<file path="config.mk">
export PLATFORM = sky130hd
export DESIGN_NAME = vga_grid_renderer_flat
export DESIGN_NICKNAME = d
export VERILOG_FILES = /design/src/rtl/vga_grid_renderer_if.sv /design/src/rtl/vga_grid_renderer.sv /design/src/flat_wrapper.sv
export SDC_FILE = /design/constraint.sdc
export NUM_CORES = 1
export LEC_CHECK = 0
export CAP_MARGIN = 20
export CORE_UTILIZATION = 25
export DETAILED_ROUTE_END_ITERATION = 8
export HOLD_SLACK_MARGIN = 0.03
export PLACE_DENSITY = 0.46
export SKIP_LAST_GASP = 1
export SYNTH_ARGS = -nofsm -noshare
export SYNTH_HDL_FRONTEND = slang
export SYNTH_SLANG_ARGS = --single-unit
</file>
<file path="constraint.sdc">
create_clock -name clk -period 3.11 [get_ports clk]
set_input_delay 0.7775 -clock clk [delete_from_list [all_inputs] [get_ports clk]]
set_output_delay 0.7775 -clock clk [all_outputs]
set_load 0.01 [all_outputs]
</file>
<file path="src/rtl/vga_grid_renderer_if.sv">
`default_nettype none
// ============================================================================
// vga_grid_renderer_if : colour, sync and framing outputs of the renderer
// Rev 1.0 - initial release
// ============================================================================
interface vga_grid_renderer_if;
  logic [2:0] vga_r;
  logic [2:0] vga_g;
  logic [2:0] vga_b;
  logic       vga_hs;
  logic       vga_vs;
  logic       frame_start;
  logic       pix_active;

  modport master (
    output vga_r, vga_g, vga_b, vga_hs, vga_vs, frame_start, pix_active
  );

  modport slave (
    input vga_r, vga_g, vga_b, vga_hs, vga_vs, frame_start, pix_active
  );
endinterface
`default_nettype wire

</file>
<file path="src/rtl/vga_grid_renderer.sv">
`default_nettype none
// ============================================================================
// vga_grid_renderer : VGA timing plus a two-stage pipeline drawing a cell grid
//                     with a frog sprite and car sprites (frame-latched).
// Rev 1.0 - initial release
// ============================================================================
module vga_grid_renderer #(
  parameter int H_ACTIVE   = 640,
  parameter int H_FP       = 16,
  parameter int H_SYNC     = 96,
  parameter int H_BP       = 48,
  parameter int V_ACTIVE   = 480,
  parameter int V_FP       = 10,
  parameter int V_SYNC     = 2,
  parameter int V_BP       = 33,
  parameter int CELL_LOG2  = 5,
  parameter int NUM_CARS   = 11,
  parameter int SYNC_POL   = 0,
  parameter int GRID_LINES = 1
) (
  input  logic                    clk,
  input  logic                    rst_n,
  input  logic [4:0]              frog_col,
  input  logic [3:0]              frog_row,
  input  logic [NUM_CARS*5-1:0]   car_x_bus,
  input  logic [NUM_CARS*4-1:0]   car_y_bus,
  vga_grid_renderer_if.master     vga
);

  localparam int H_TOTAL = H_ACTIVE + H_FP + H_SYNC + H_BP;
  localparam int V_TOTAL = V_ACTIVE + V_FP + V_SYNC + V_BP;
  localparam int HW      = $clog2(H_TOTAL);
  localparam int VW      = $clog2(V_TOTAL);
  localparam int CCW     = HW - CELL_LOG2;
  localparam int RCW     = VW - CELL_LOG2;

  localparam logic [31:0] H_CELLS  = 32'(H_ACTIVE >> CELL_LOG2);
  localparam logic [31:0] V_CELLS  = 32'(V_ACTIVE >> CELL_LOG2);
  localparam logic        SYNC_ACT = (SYNC_POL != 0);

  localparam logic [8:0] RGB_FROG = 9'o070;
  localparam logic [8:0] RGB_CAR  = 9'o700;
  localparam logic [8:0] RGB_GRID = 9'o111;
  localparam logic [8:0] RGB_SAFE = 9'o030;

  // raster counters
  logic [HW-1:0]         h_count_q, h_count_d;
  logic [VW-1:0]         v_count_q, v_count_d;
  // frame-latched object positions
  logic [4:0]            frog_col_q, frog_col_d;
  logic [3:0]            frog_row_q, frog_row_d;
  logic [NUM_CARS*5-1:0] car_x_q, car_x_d;
  logic [NUM_CARS*4-1:0] car_y_q, car_y_d;
  logic                  frame_start_q, frame_start_d;
  // stage 1
  logic [CCW-1:0]        s1_col_q, s1_col_d;
  logic [RCW-1:0]        s1_row_q, s1_row_d;
  logic                  s1_edge_q, s1_edge_d;
  logic                  s1_vis_q, s1_vis_d;
  logic                  s1_hs_q, s1_hs_d;
  logic                  s1_vs_q, s1_vs_d;
  // stage 2 (pins)
  logic [8:0]            rgb_q, rgb_d;
  logic                  pix_active_q, pix_active_d;
  logic                  hs_q, hs_d;
  logic                  vs_q, vs_d;

  logic                  latch;
  logic                  frog_hit;
  logic                  car_hit;
  logic                  safe_row;

  always_comb begin
    h_count_d = h_count_q + 1'b1;
    v_count_d = v_count_q;
    if (h_count_q == HW'(H_TOTAL - 1)) begin
      h_count_d = '0;
      if (v_count_q == VW'(V_TOTAL - 1)) begin
        v_count_d = '0;
      end else begin
        v_count_d = v_count_q + 1'b1;
      end
    end

    // Positions are sampled once, at the start of the first blank line.
    latch         = (h_count_q == '0) && (v_count_q == VW'(V_ACTIVE));
    frog_col_d    = latch ? frog_col  : frog_col_q;
    frog_row_d    = latch ? frog_row  : frog_row_q;
    car_x_d       = latch ? car_x_bus : car_x_q;
    car_y_d       = latch ? car_y_bus : car_y_q;
    frame_start_d = latch;

    s1_col_d  = h_count_q[HW-1:CELL_LOG2];
    s1_row_d  = v_count_q[VW-1:CELL_LOG2];
    s1_edge_d = (h_count_q[CELL_LOG2-1:0] == '0) ||
                (v_count_q[CELL_LOG2-1:0] == '0);
    s1_vis_d  = (h_count_q < HW'(H_ACTIVE)) && (v_count_q < VW'(V_ACTIVE));
    s1_hs_d   = (h_count_q >= HW'(H_ACTIVE + H_FP)) &&
                (h_count_q <  HW'(H_ACTIVE + H_FP + H_SYNC));
    s1_vs_d   = (v_count_q >= VW'(V_ACTIVE + V_FP)) &&
                (v_count_q <  VW'(V_ACTIVE + V_FP + V_SYNC));
  end

  // Indices are widened to 32 bits so off-screen objects never alias on-screen.
  always_comb begin
    frog_hit = (32'(frog_col_q) < H_CELLS) && (32'(frog_row_q) < V_CELLS) &&
               (32'(frog_col_q) == 32'(s1_col_q)) &&
               (32'(frog_row_q) == 32'(s1_row_q));
    car_hit = 1'b0;
    for (int i = 0; i < NUM_CARS; i++) begin
      if ((32'(car_x_q[5*i +: 5]) < H_CELLS) &&
          (32'(car_y_q[4*i +: 4]) < V_CELLS) &&
          (32'(car_x_q[5*i +: 5]) == 32'(s1_col_q)) &&
          (32'(car_y_q[4*i +: 4]) == 32'(s1_row_q))) begin
        car_hit = 1'b1;
      end
    end
    safe_row = (s1_row_q == '0) || (32'(s1_row_q) == V_CELLS - 32'd1);

    rgb_d = '0;
    if (s1_vis_q) begin
      if (frog_hit) begin
        rgb_d = RGB_FROG;
      end else if (car_hit) begin
        rgb_d = RGB_CAR;
      end else if ((GRID_LINES != 0) && s1_edge_q) begin
        rgb_d = RGB_GRID;
      end else if (safe_row) begin
        rgb_d = RGB_SAFE;
      end
    end
    pix_active_d = s1_vis_q;
    hs_d         = s1_hs_q ? SYNC_ACT : ~SYNC_ACT;
    vs_d         = s1_vs_q ? SYNC_ACT : ~SYNC_ACT;
  end

  always_ff @(posedge clk or negedge rst_n) begin
    if (!rst_n) begin
      h_count_q     <= '0;
      v_count_q     <= '0;
      frog_col_q    <= '0;
      frog_row_q    <= '0;
      car_x_q       <= '0;
      car_y_q       <= '0;
      frame_start_q <= 1'b0;
      s1_col_q      <= '0;
      s1_row_q      <= '0;
      s1_edge_q     <= 1'b0;
      s1_vis_q      <= 1'b0;
      s1_hs_q       <= 1'b0;
      s1_vs_q       <= 1'b0;
      rgb_q         <= '0;
      pix_active_q  <= 1'b0;
      hs_q          <= ~SYNC_ACT;
      vs_q          <= ~SYNC_ACT;
    end else begin
      h_count_q     <= h_count_d;
      v_count_q     <= v_count_d;
      frog_col_q    <= frog_col_d;
      frog_row_q    <= frog_row_d;
      car_x_q       <= car_x_d;
      car_y_q       <= car_y_d;
      frame_start_q <= frame_start_d;
      s1_col_q      <= s1_col_d;
      s1_row_q      <= s1_row_d;
      s1_edge_q     <= s1_edge_d;
      s1_vis_q      <= s1_vis_d;
      s1_hs_q       <= s1_hs_d;
      s1_vs_q       <= s1_vs_d;
      rgb_q         <= rgb_d;
      pix_active_q  <= pix_active_d;
      hs_q          <= hs_d;
      vs_q          <= vs_d;
    end
  end

  assign vga.vga_r       = rgb_q[8:6];
  assign vga.vga_g       = rgb_q[5:3];
  assign vga.vga_b       = rgb_q[2:0];
  assign vga.vga_hs      = hs_q;
  assign vga.vga_vs      = vs_q;
  assign vga.frame_start = frame_start_q;
  assign vga.pix_active  = pix_active_q;

endmodule
`default_nettype wire

</file>
<file path="src/flat_wrapper.sv">
// flat-port wrapper written by rule: the top's interface ports become plain ports
module vga_grid_renderer_flat 
#(
  parameter int H_ACTIVE   = 640,
  parameter int H_FP       = 16,
  parameter int H_SYNC     = 96,
  parameter int H_BP       = 48,
  parameter int V_ACTIVE   = 480,
  parameter int V_FP       = 10,
  parameter int V_SYNC     = 2,
  parameter int V_BP       = 33,
  parameter int CELL_LOG2  = 5,
  parameter int NUM_CARS   = 11,
  parameter int SYNC_POL   = 0,
  parameter int GRID_LINES = 1
)
  (clk, rst_n, frog_col, frog_row, car_x_bus, car_y_bus, vga_vga_r, vga_vga_g, vga_vga_b, vga_vga_hs, vga_vga_vs, vga_frame_start, vga_pix_active);
  vga_grid_renderer_if vga_i ();
  input  logic clk;
  input  logic rst_n;
  input  logic [4:0] frog_col;
  input  logic [3:0] frog_row;
  input  logic [NUM_CARS*5-1:0] car_x_bus;
  input  logic [NUM_CARS*4-1:0] car_y_bus;
  output wire logic [$bits(vga_i.vga_r)-1:0] vga_vga_r;
  output wire logic [$bits(vga_i.vga_g)-1:0] vga_vga_g;
  output wire logic [$bits(vga_i.vga_b)-1:0] vga_vga_b;
  output wire logic [$bits(vga_i.vga_hs)-1:0] vga_vga_hs;
  output wire logic [$bits(vga_i.vga_vs)-1:0] vga_vga_vs;
  output wire logic [$bits(vga_i.frame_start)-1:0] vga_frame_start;
  output wire logic [$bits(vga_i.pix_active)-1:0] vga_pix_active;
  assign vga_vga_r = vga_i.vga_r;
  assign vga_vga_g = vga_i.vga_g;
  assign vga_vga_b = vga_i.vga_b;
  assign vga_vga_hs = vga_i.vga_hs;
  assign vga_vga_vs = vga_i.vga_vs;
  assign vga_frame_start = vga_i.frame_start;
  assign vga_pix_active = vga_i.pix_active;
  vga_grid_renderer #(.H_ACTIVE(H_ACTIVE), .H_FP(H_FP), .H_SYNC(H_SYNC), .H_BP(H_BP), .V_ACTIVE(V_ACTIVE), .V_FP(V_FP), .V_SYNC(V_SYNC), .V_BP(V_BP), .CELL_LOG2(CELL_LOG2), .NUM_CARS(NUM_CARS), .SYNC_POL(SYNC_POL), .GRID_LINES(GRID_LINES)) u_core (.clk(clk), .rst_n(rst_n), .frog_col(frog_col), .frog_row(frog_row), .car_x_bus(car_x_bus), .car_y_bus(car_y_bus), .vga(vga_i));
endmodule
</file>
---- Word level (Yosys, flattened, before mapping) ----
Index checks and enable logic that the tools add are counted.
Widths: inputs -> output; s select.
word-level totals
  bits in registers ....................... 155
  word-level logic and storage cells ...... 143
  input port bits ......................... 110
  output and inout bits ................... 13
cells by class
  $lt $le $gt $ge ......................... 30
  reductions and logical operators ........ 46
  $add $sub $neg .......................... 2
  eq/ne operators ......................... 28
  muxes and demuxes ....................... 20
operators by type and width
  cell                   count
  $eq 4x5->1             12
  $eq 5x5->1             12
  $lt 5x5->1 const B     12
  $lt 4x4->1 const B     12
  $logic_and 1x1->1      40
  $mux 9                 4
  $add 10x1->10 const B  2
  $eq 10x10->1 const B   2
  $lt 10x10->1 const B   2
  $lt 10x9->1 const B    2
  $mux 10                2
  $logic_not 5->1        3
  $mux 1                 13
  $eq 10x9->1 const B    1
  $ge 10x10->1 const B   1
  $ge 10x9->1 const B    1
  $logic_not 10->1       1
  $eq 5x4->1 const B     1
  $mux 5                 1
  $logic_or 1x1->1       2

---- Longest topological paths before layout ----
Gate-level depths: netlist (run 1).
  word-level depth ........................ 18
  mapped depth ............................ 8
  depth with buffers taken out ............ 8

---- Worst setup path after synthesis (run 1) ----
Ideal clock, no wire load.
  path kind ............................... flip-flop to flip-flop
  from .................................... reg u_core.h_count_q[0]
  to ...................................... reg u_core.car_y_q[34]
  cell stages (with the launch flop) ...... 9
  setup time .............................. 0.125 ns
  buffers on the path ..................... 3
  required time ........................... 2.985 ns
  clock period less this slack ............ 2.305 ns
  path slack .............................. 0.805 ns
  arrival time ............................ 2.180 ns
  path through ............................ dfrtp_1 > inv_1 > ha_1 > or4b_1 > or4_1 > buf_2 > buf_6 > buf_6 > mux2_4
on the way
  longest elaborated chain between the ends .. 2
RTL lines
  what                    line                      source
  start, declared         vga_grid_renderer.sv:47   logic [HW-1:0] h_count_q, h_count_d;
  start signal, assigned  vga_grid_renderer.sv:157  h_count_q <= h_count_d;
  $logic_not 10->1        vga_grid_renderer.sv:86   latch = (h_count_q == '0) && (v_count_q == VW'(V_ACTIVE));
  $logic_and 1x1->1       vga_grid_renderer.sv:86
  end signal, assigned    vga_grid_renderer.sv:162  car_y_q <= car_y_d;
  end, declared           vga_grid_renderer.sv:53   logic [NUM_CARS*4-1:0] car_y_q, car_y_d;
Every way passes these cells.
A chain may end at the register's enable or synchronous reset.

---- Final worst setup path (run 1) ----
  from .................................... reg u_core.h_count_q[0]
  to ...................................... reg u_core.frog_col_q[1]
on the way
  longest elaborated chain between the ends .. 2
RTL lines
  what                  line                      source
  $logic_not 10->1      vga_grid_renderer.sv:86
  $logic_and 1x1->1     vga_grid_renderer.sv:86
  end signal, assigned  vga_grid_renderer.sv:159  frog_col_q <= frog_col_d;
  end, declared         vga_grid_renderer.sv:50   logic [4:0] frog_col_q, frog_col_d;
Every way passes these cells.

==> impl_results.md, run 1 <==
- Layout cells sized above 1: ~23%
- Pre-CTS setup slack: roughly 0.53 ns
- Fillers: 2903
- Die width: 173 um
- Clock Latency Late Sink: 0.43 ns
- Core box area: 0.0287 mm2
- Setup_tns: 0 ns
- Worst-Margin Slew: 0.815 ns
- Critical Path End: u_core.frog_col_q[1]
- Gates resized, CTS repair: 0
- Number of global-route vias before repair: 5321
- Storage cell area: 0.00381 mm2
- Unrepaired setup endpoints after global routing: no
- Multi-input logic area: around 0.0033 mm2
- Status: finished clean
- Max Root-Sink Buffers: 2
- CTS tree: done
- Reg-to-reg endpoint: u_core.frog_col_q[1]
- IO buf count: 120
- Yosys warns: 0
- Hold Path Class: primary input to asynchronous set/reset pin
- Initial antenna violation count: 0
- Clk slew on worst S/H paths: 0.06 ns
- DIE AREA: approximately 0.03 mm2
- Vias: 4975
- Gpl congestion: between 0.7 and 0.8
- Critical R2R Launch: u_core.h_count_q[0]
- Post-synth top area share: 51.5%
- Final Hold Vio Count: 0
- Critical path's top delay family: simple AND/OR/NAND/NOR gates
- Beginning of the critical path: u_core.h_count_q[0]
- Maximum vdd drop: 0.359 mV
- Clock sinks: 152
- Wire per inst: 17.7 um
- Drt initial violations: 249
- Sequential cell area fraction in the yosys report: 52.2%
- Post-Synthesis Cell Area: 0.00729 mm2
- Most common cell after layout, fill and taps aside: dfrtp_1
- Critical path fanouts, max: 46
- Setup ws final: 0.543 ns
- Non-filler cells, final: 1124
- FP Rows: 62
- Setup Fix Bufs, Post-CTS: 0
- Crit path launch type: register
- DR pass1 iterations: 7
- Global route total overflow: 0
- Leakage power: about 4 nW
- Gr usage total: 13.9%
- Ranking of synthesized cells by area: dfrtp_1 (52%), mux2_2 (15%), xnor2_1 (5.6%)
- Post-synthesis area per instance: 12.2 um2
- Power per standard cell area: about 470 mW/mm2
- FF-to-FF path depth: 6
- Post-route ant nets: 0
- R2r setup slk: 0.54 ns
- Die Y-Extent: 173 um
- Critical-path cell list: inv_1 -> ha_1 -> or4b_1 -> or4_4 -> buf_12 -> mux2_2
- Synthesis-to-layout area growth: 31.3%
- Req. time, crit path: 3.42 ns
- Area leader, netlist: dfrtp_1
- DR vias/cell: 4.43
- CP Buf/Inv Count: 2
- Cell variety after synth: 50
- Pins Over Slew Limit: 0
- Max_cap viols: 0
- Hold bufs inserted after CTS: 0
- Starting density of the core: approximately a quarter
- Crit path time final: 2.57 ns
- Final period util: 82.5%
- First-pass GRT wire length: 31300 um
- Crit. End Element: register
- Detailed Route WL: 19900 um
- FMAX: 0.390 GHz
- Final setup viols: 0
- Synthesized flop and latch total: 152
- Boundary pin count: 123
- Number of flops mapped to enable cells by yosys: 0
- Main synth FF type: dfrtp_1
- Clk root buf: clkbuf_16
- Inst Count DP: approximately 1.1k
- Ant. Diodes: 0
- Most frequent cells in the layout: dfrtp_1 (150), clkdlybuf4s50_1 (119), mux2_2 (100)
- H-tree levels: 4
- Residual DRC: 0
- Setup Skew: between 0.01 and 0.015 ns
- CP peak stage delay: 0.75 ns
- HPWL Detailed: around 14000 um
- Crit path max-delay cell type: or4_4
- Total Nets Final: approximately 840
- FFs w/ async S/R, synth: 100%
- Max_slew headroom: 45.2%
- Cell depth of the worst setup path: 6
- Gate count after technology mapping: roughly 600
- Arrival @ worst endpoint: 2.88 ns
- Inserted Clock Buffers: 17
- Setup Crit Path Kind: register to register
- Largest net degree at the start of global routing: 65
[power breakdown]
part	switching (W)	leakage [nW]	internal [W]
clock network	0.000874	0.280	0.00115
registers	0.0000724	1.82	0.00205
logic	0.000113	1.86	0.000221
total	0.00106	3.96	0.00342
[flip-flops by register name, summed over array words and instances (netlist names), 4 cells and up]
name               cells
u_core.frog_row_q      4
u_core.v_count_q      10
u_core.rgb_q           6
u_core.car_x_q        55
u_core.car_y_q        44
u_core.s1_row_q        5
u_core.frog_col_q      5
u_core.h_count_q      10
u_core.s1_col_q        5
[synth_stat cells (9+ instances only)]
master / n
nand4_1: 10
xor2_1: 47
buf_2: 17
xnor2_1: 47
inv_1: 18
clkbuf_1: 10
nor4_1: 14
mux2_2: 100
nor2_1: 20
mux2_4: 9
dfrtp_1: 150
o21ai_0: 17
nand3_1: 21
nand2_1: 23
[worst register-to-register path: stages, from the launching register on]
cell and delay (ns):
dfrtp_1 0.40, inv_1 0.07, ha_1 0.13, or4b_1 0.47, or4_4 0.75, buf_12 0.30
mux2_2 0.33
[worst min-delay path by stage]
stage                               to           start  slack, ns
detailed placement   u_core.vga.vga_hs  u_core.s1_hs_q       0.35
floorplan            u_core.vga.vga_hs  u_core.s1_hs_q       0.34
finish              u_core.car_x_q[31]           rst_n       0.25
global route        u_core.car_x_q[24]           rst_n       0.26
global placement     u_core.vga.vga_vs  u_core.s1_vs_q       0.35
CTS                 u_core.car_y_q[19]           rst_n       0.25
[layout make-up]
type	instances	area share [%]
flip-flops and latches	152	39.8
multi-input cells	398	34.0
repair buffers	140	14.5
well taps	384	5.02
clock buffers	19	4.73
clock inverters	13	1.27
inverters	18	0.706
[kinds of logic after synthesis]
| kind of cell | Yosys count | synth area share [%] |
|---|---|---|
| compound gates | 56 | 5.18 |
| xor+xnor | 94 | 11.3 |
| fa+ha+maj | 4 | 0.687 |
| buf+inv | 50 | 3.23 |
| flops | 152 | 52.2 |
| mux | 110 | 17.4 |
| other cells | 1 | 0.0515 |
| simple gates | 132 | 9.89 |
[metrics by stage]
stage,utilization [%],hold WS (ns),area [um2],total power (W)
after global placement,31.4,0.347,9000,0.00250
after detailed placement,31.4,0.351,9000,0.00250
after floorplan,-,0.337,7290,0.00226
after CTS,33.4,0.251,9570,0.00456
after global routing,33.4,0.258,9570,0.00467
final,33.4,0.247,9570,0.00448
[per-layer routing]
metal  vias to the layer above  routed length, um  track usage [%]
met5                         -                  0                0
met4                         0                174             3.72
met3                        16                769             3.30
met2                       102               9490             22.5
met1                      2493               9420             18.6
li1                       2364                  -                -
No activity file was read; power rests on OpenSTA's default activity.
==> run 2: changes to the inputs <==
PLACE_DENSITY = 0.47   (was 0.46)
clock period = 2.3 ns   (was 3.11 ns; I/O delays follow)
==> run 2 against run 1 <==
Fmax rose by 16%. Critical endpoint is now u_core.car_y_q[37]. Sequential cell count stayed put. Hold slack worse by 0.21 ns. Sequential share of layout area fell by 1.2 points. Final area increased by 3.3%.
==> impl_results.md, run 2 (synthesis results as in run 1) <==
- DR vias/cell: 4.39
- Beginning of the critical path: u_core.h_count_q[1]
- FF-to-FF path depth: 6
- Core box area: 0.0287 mm2
- Worst-Margin Slew: 0.503 ns
- FMAX: 0.451 GHz
- DIE AREA: 0.0298 mm2
- FP Rows: 62
- Boundary pin count: 123
- Clk root buf: clkbuf_16
- Die Y-Extent: ~170 um
- Initial antenna violation count: 0
- Total Nets Final: about 860
- Max_cap viols: 0
- Leakage power: just over 4 nW
- Synthesis-to-layout area growth: 35.6%
- CTS tree: done
- First-pass GRT wire length: around 31000 um
- Pins Over Slew Limit: 0
- Starting density of the core: 25.4%
- Residual DRC: 0
- Arrival @ worst endpoint: roughly 2.5 ns
- Storage cell area: between 0.003 and 0.004 mm2
- Clock sinks: ~150
- Crit. End Element: register
- Hold Path Class: primary input to asynchronous set/reset pin
- Largest net degree at the start of global routing: 47
- Wire per inst: 17.5 um
- Most common cell after layout, fill and taps aside: dfrtp_1
- Drt initial violations: around 320
- Status: finished clean
- Design area: 0.00989 mm2
- Detailed Route WL: 20000 um
- Gr usage total: 14.0%
- Critical path fanouts, max: 35
- Setup Crit Path Kind: register to register
- Power per standard cell area: 655 mW/mm2
- Fin util: around a third
- Final setup viols: 0
- Pre-CTS setup slack: -0.0755 ns
- Clk slew on worst S/H paths: 0.06 ns
- Most frequent cells in the layout: dfrtp_1 (146), clkdlybuf4s50_1 (119), mux2_2 (100)
- Top reg by flops: u_core.car_x_q
- Max_slew headroom: 65.6%
- Max Root-Sink Buffers: 2
- Setup Skew: 0.0109 ns
- Req. time, crit path: 2.60 ns
- Global route total overflow: 0
- Hold bufs inserted after CTS: 0
- Fillers: approximately 2.9k
- Final period util: 96.4%
- HPWL Detailed: 14900 um
- Gpl congestion: about 0.75
- Ant. Diodes: 0
- H-tree levels: 4
- R2r setup slk: a little over 0.08 ns
- IO buf count: 120
- Post-route ant nets: 0
- Vias: ~5.0k
- Maximum vdd drop: 0.438 mV
- Crit path time final: 2.22 ns
- Setup ws final: 0.0829 ns
- Gates resized, CTS repair: 2
- Crit path launch type: register
- Die width: roughly 170 um
- Number of global-route vias before repair: roughly 5.3k
- Multi-input logic area: 0.00326 mm2
- Unrepaired setup endpoints after global routing: yes
- DR pass1 iterations: 4
- Biggest regs: u_core.car_x_q: 55 flops, u_core.car_y_q: 44 flops
- Inserted Clock Buffers: 17
- Dpl cell area: 0.00921 mm2
- Final Hold Vio Count: 0
- Layout cells sized above 1: 25.8%
- Setup Fix Bufs, Post-CTS: 0
- Clock Latency Late Sink: 0.43 ns
- Critical R2R Launch: u_core.h_count_q[1]
- Max FFs per register: 55
- WHS: 0.0424 ns
- Reg-to-reg endpoint: u_core.car_y_q[37]
## run 2: changes by cell type in the layout (fill, tap and decap cells not counted), moves of 2 or more
cell	delta
dfrtp_1	-4
bufinv_16	+4
buf_4	+19
inv_6	-2
buf_12	+3
dfrtp_2	+4
## run 2: critical path, cell delays in order (launching register included)
cell	delay (ns)
dfrtp_1	0.39
inv_1	0.06
ha_1	0.12
or4b_1	0.45
or4_4	0.52
buf_12	0.22
mux2_4	0.32
## run 2: power by group
group / switching [W] / total, W / internal (W)
clock network: 0.00117 / 0.00314 / 0.00197
logic: 0.000156 / 0.000460 / 0.000304
registers: 0.0000966 / 0.00287 / 0.00277
total: 0.00143 / 0.00647 / 0.00504
## run 2: metrics by stage
stage,instances,TNS [ns],power (W)
floorplan,600,0,0.00306
global placement,1115,0,0.00339
detailed placement,1115,-0.167,0.00339
CTS,1147,0,0.00657
global route,1147,-0.0163,0.00674
finish,1147,0,0.00647
## run 2: how the worst max path moves through the flow
stage	cells past startpoint	slack [ns]	end
finish	6	0.08	u_core.car_y_q[37]
global route	6	-0.01	u_core.car_y_q[37]
CTS	8	0.03	u_core.rgb_q[6]
detailed placement	8	-0.08	u_core.rgb_q[6]
global placement	6	0.01	u_core.rgb_q[6]
floorplan	8	0.06	u_core.car_y_q[34]
## run 2: routing by layer
| layer | vias to the layer above | GRT usage [%] | routed length, um |
|---|---|---|---|
| met5 | - | 0 | 0 |
| met1 | 2513 | 18.3 | 9260 |
| met2 | 94 | 23.2 | 9840 |
| li1 | 2408 | - | - |
| met4 | 0 | 3.65 | 235 |
| met3 | 15 | 3.41 | 684 |
## run 2: layout make-up
cell class | instances | area share, %
Tap cell | 384 | 4.86
Multi-Input combinational cell | 398 | 33.0
Sequential cell | 152 | 38.6
Timing Repair Buffer | 163 | 16.2
Clock buffer | 18 | 4.44
Inverter | 18 | 0.683
Clock inverter | 14 | 2.24
